[config.mk]
export PLATFORM = sky130hd
export DESIGN_NAME = rf_write_ctrl
export DESIGN_NICKNAME = d
export VERILOG_FILES = /design/src/rtl/rf_write_ctrl.sv
export SDC_FILE = /design/constraint.sdc
export NUM_CORES = 1
export LEC_CHECK = 0
export CORE_ASPECT_RATIO = 1.25
export CORE_MARGIN = 2
export CORE_UTILIZATION = 41
export CTS_CLUSTER_DIAMETER = 50
export DETAILED_ROUTE_END_ITERATION = 12
export HOLD_SLACK_MARGIN = 0.1
export PLACE_DENSITY = 0.79
export SYNTH_ARGS = -nofsm -noshare
export SYNTH_HDL_FRONTEND = slang
export SYNTH_SLANG_ARGS = --single-unit
[constraint.sdc]
create_clock -name Clk -period 2.7 [get_ports Clk]
set_input_delay 0.405 -clock Clk [delete_from_list [all_inputs] [get_ports Clk]]
set_output_delay 0.405 -clock Clk [all_outputs]
set_load 0.01 [all_outputs]
[src/rtl/rf_write_ctrl.sv]
// rtl/rf_write_ctrl.sv - windowed register-file write decode with CWP/WIM window control
// Write enables are registered one cycle; decode always uses the pre-edge CWP.
module rf_write_ctrl #(
  parameter int NWINDOWS = 4
) (
  input  logic                Clk,
  input  logic                Reset,
  input  logic                WrEn,
  input  logic [4:0]          RD,
  input  logic [31:0]         WrData,
  input  logic                Save,
  input  logic                Restore,
  input  logic                CwpWe,
  input  logic [2:0]          CwpIn,
  input  logic                WimWe,
  input  logic [NWINDOWS-1:0] WimIn,
  output logic                BE,
  output logic [7:0]          RE,
  output logic [NWINDOWS-1:0] WinBE,
  output logic [15:0]         WinRE,
  output logic [31:0]         DataOut,
  output logic [2:0]          CWP,
  output logic [NWINDOWS-1:0] WIM,
  output logic                WinOverflow,
  output logic                WinUnderflow
);

  logic                be_q, be_d;
  logic [7:0]          re_q, re_d;
  logic [NWINDOWS-1:0] winbe_q, winbe_d;
  logic [15:0]         winre_q, winre_d;
  logic [31:0]         data_q, data_d;
  logic [2:0]          cwp_q, cwp_d;
  logic [NWINDOWS-1:0] wim_q, wim_d;
  logic                ovf_q, ovf_d;
  logic                unf_q, unf_d;

  logic [2:0] cwp_m1, cwp_p1, cwp_in_mod;
  logic       wim_m1, wim_p1;

  assign cwp_m1     = (cwp_q == 3'd0) ? 3'(NWINDOWS - 1) : cwp_q - 3'd1;
  assign cwp_p1     = (cwp_q == 3'(NWINDOWS - 1)) ? 3'd0 : cwp_q + 3'd1;
  assign cwp_in_mod = 3'(32'(CwpIn) % NWINDOWS);
  // Trap checks look at the WIM held before this edge, even if WimWe rewrites it now.
  assign wim_m1     = |(wim_q & (NWINDOWS'(1) << cwp_m1));
  assign wim_p1     = |(wim_q & (NWINDOWS'(1) << cwp_p1));

  always_comb begin
    be_d    = 1'b0;
    re_d    = 8'd0;
    winbe_d = '0;
    winre_d = 16'd0;
    data_d  = data_q;
    cwp_d   = cwp_q;
    wim_d   = wim_q;
    ovf_d   = 1'b0;
    unf_d   = 1'b0;

    if (WrEn) begin
      data_d = WrData;
      case (RD[4:3])
        2'b00: begin
          if (RD[2:0] != 3'd0) begin
            be_d = 1'b1;
            re_d = 8'd1 << RD[2:0];
          end
        end
        // Outs of this window are the ins of the window at CWP-1.
        2'b01: begin
          winbe_d = NWINDOWS'(1) << cwp_m1;
          winre_d = 16'd1 << RD[3:0];
        end
        default: begin
          winbe_d = NWINDOWS'(1) << cwp_q;
          winre_d = 16'd1 << RD[3:0];
        end
      endcase
    end

    if (WimWe) wim_d = WimIn;

    if (CwpWe) begin
      cwp_d = cwp_in_mod;
    end else if (Save && !Restore) begin
      if (wim_m1) ovf_d = 1'b1;
      else        cwp_d = cwp_m1;
    end else if (Restore && !Save) begin
      if (wim_p1) unf_d = 1'b1;
      else        cwp_d = cwp_p1;
    end
  end

  always_ff @(posedge Clk) begin
    if (Reset) begin
      be_q    <= 1'b0;
      re_q    <= 8'd0;
      winbe_q <= '0;
      winre_q <= 16'd0;
      data_q  <= 32'd0;
      cwp_q   <= 3'd0;
      wim_q   <= '0;
      ovf_q   <= 1'b0;
      unf_q   <= 1'b0;
    end else begin
      be_q    <= be_d;
      re_q    <= re_d;
      winbe_q <= winbe_d;
      winre_q <= winre_d;
      data_q  <= data_d;
      cwp_q   <= cwp_d;
      wim_q   <= wim_d;
      ovf_q   <= ovf_d;
      unf_q   <= unf_d;
    end
  end

  assign BE           = be_q;
  assign RE           = re_q;
  assign WinBE        = winbe_q;
  assign WinRE        = winre_q;
  assign DataOut      = data_q;
  assign CWP          = cwp_q;
  assign WIM          = wim_q;
  assign WinOverflow  = ovf_q;
  assign WinUnderflow = unf_q;

endmodule

==> out/metrics.cfg <==
[floorplan]
coreArea_mm2=0.006206
die_y_um=93.91
die-area_mm2=0.007130
start_util_pct=42.72
rows=32
die_w_um=75.93
ioPinCount=121

[sta]
fmax_mhz=445.6
setup_viol=0
min_period_ns=2.244
final_hold_viol_count=0
finalSetupTns_ns=0
worst_slack_ns=0.4560
fin_crit_sh_pct=83.11
finClkSkew_ns=0.01104
slew_violations=0
rsz0062_at_grt=no
holdWs_ns=0.4918

[logic_synthesis]
synth_top_area_share_pct=52.86
synth_enable_flop_cells=0
avgSynthCellArea_um2=9.893
ys_warn_count=0
ys_seq_area_share_pct=52.86
synth_fp_nets=326
syn_inst=268
ys.flop_type=dfxtp_1
synth_cell_types=44
synth_area_leaders=dfxtp_1 53%, mux2i_1 14%, nor2_1 9.8%, ha_1 3.3%, nand2_1 1.7%
ys_ff_latch=70
synth_top_area_cell=dfxtp_1
syn_area_mm2=0.002651
ys_async_sr_fraction_pct=0

[power_and_ir_drop]
p_per_area_mw_per_mm2=561.3
vdd_drop_max_uv=325.8
p_leak_nw=1.660

[finish]
fin_nets=449
fill_cells=518
final_cell_mix=118 x clkdlybuf4s50_1, 70 x dfxtp_1, 69 x nor2_1
layout.cells.non_filler=481
diodes=0
stdcell_area_mm2=0.004105
multi_input_area_mm2=0.001159
final_common_cell=clkdlybuf4s50_1
drive_gt1_share_pct=7.576
area_growth_syn_to_layout_pct=54.84
seq_area_mm2=0.001401

[routing]
drt_wl_total_um=6591
ant_nets=0
viasPerCell=4.802
wire_per_inst_um=13.70
vias=2310
drt_first_iter_violations=127
drc_errors=0
drt-pass1-iter-count=5

[clocking]
cts_resized=0
clk_pin_slew_ns=0.08
cts.sinks=70
cts.path.max_buffers=2
cts_tree=done
clock_insertion_delay_worst_skew_ns=0.35
post_cts_buffers=0
cts_made_buffers=9
h-tree-depth=3
postCtsHoldBufs=0
cts_root_buffer=clkbuf_8

[worst_setup_path]
cp.arrival_ns=2.52
critPathKind=reg -> reg
reg2reg_depth=7
r2r-start=CWP[1]
path_max_fanout=9
worstPathRequired_ns=2.98
crit_end=CWP[2]
startpoint_type=flip-flop
startpoint=CWP[1]
end_kind=flip-flop
ff2ff_setup_slack_ns=0.46
r2r-end=CWP[2]

[place]
post-place-ws_ns=0.4392
place_area_mm2=0.003920
detailed_place_hpwl_um=4879
io_buffers=119
gp_congestion=0.8571
dp.cells=465

[global_route]
grt_use_total_pct=19.03
gr-total-overflow=0
grt_use_met1_pct=19.50
antenna_found_initial=0
grt_pass1_wl_um=10810
busiest_layer=met2
grt_pass1_vias=2356
met2_usage_pct=35.12
grt_max_degree=22
groute.layer.met3.usage_pct=4.519

[run]
maxCapViolations=0

[status]
run_status=finished, final reports clean

[min_path]
hp-class=reg -> reg

-- worst min-delay path by stage --
stage	from	endpoint	slack [ns]	depth (start not counted)
after floorplan	DataOut[10]	DataOut[10]	0.53	2
after global placement	DataOut[12]	DataOut[12]	0.47	2
after detailed placement	DataOut[19]	DataOut[19]	0.48	2
after CTS	DataOut[27]	DataOut[27]	0.50	2
after global routing	DataOut[19]	DataOut[19]	0.52	2
final	DataOut[27]	DataOut[27]	0.49	2
-- layout make-up --
class / count / share of cell area, %
inverters: 8 / 0.7315
well taps: 85 / 2.591
clock buffers: 9 / 3.017
repair buffers: 124 / 29.81
flip-flops and latches: 70 / 34.14
multi-input cells: 178 / 28.22
clock inverters: 7 / 1.493
-- synth_stat cells, types with 2 or more instances --
cell       n
dfxtp_1   70
o221ai_1   2
buf_2      4
nor2b_1    5
nand2b_1   2
mux2i_1   38
nand2_1   12
nor2_1    69
ha_1       7
nor3_1     2
a21o_1     2
nand3_1    4
clkbuf_1   5
a32oi_1    2
nand3b_1   3
a21oi_1    4
o21ai_0    3
inv_1      8
-- registers in the layout (all words and copies together) (netlist names) --
register and cells:
BE 1, DataOut 32, RE 8, CWP 3, WinOverflow 1, WIM 4, WinBE 4, WinUnderflow 1
WinRE 16
-- power by group --
part	internal (mW)	switching [mW]	total, mW	leakage (nW)
clock	0.350	0.435	0.785	0.0888
sequential	1.07	0.0243	1.10	0.573
combinational	0.229	0.191	0.420	0.999
total	1.65	0.650	2.30	1.66
-- per-stage QoR --
step	utilization, %	total power [mW]
4_1_cts	66.15	2.332
3_3_place_gp	63.17	1.529
2_1_floorplan	-	1.341
6_report	66.15	2.304
3_5_place_dp	63.17	1.542
5_1_grt	66.15	2.412
-- critical path, stage by stage, from the launching register on --
cell and delay [ns]:
dfxtp_1 0.41, inv_1 0.10, ha_1 0.46, mux2_4 0.34
a22oi_2 0.21, o32ai_1 0.14, or3_1 0.38, a21boi_1 0.13
-- per-layer routing --
metal / vias to the layer above / part of all wire, %
li1: 1152 / -
met1: 1053 / 39
met2: 88 / 51
met3: 17 / 6.1
met4: 0 / 3.5
met5: - / 0
-- cell families (layout without fill, tap and decap cells) --
family	count (synthesis)	count (layout)	synth area share (%)
AO/OA/AOI/OAI	24	24	7.126
XOR/XNOR	1	1	0.3304
adder cells (fa/ha/maj)	7	7	3.303
buffers and inverters	20	148	3.445
flip-flops	70	70	52.85
multiplexers	39	39	14.91
other	1	1	0.1414
AND/OR/NAND/NOR	106	106	17.89
No activity file was read; power rests on OpenSTA's default activity.
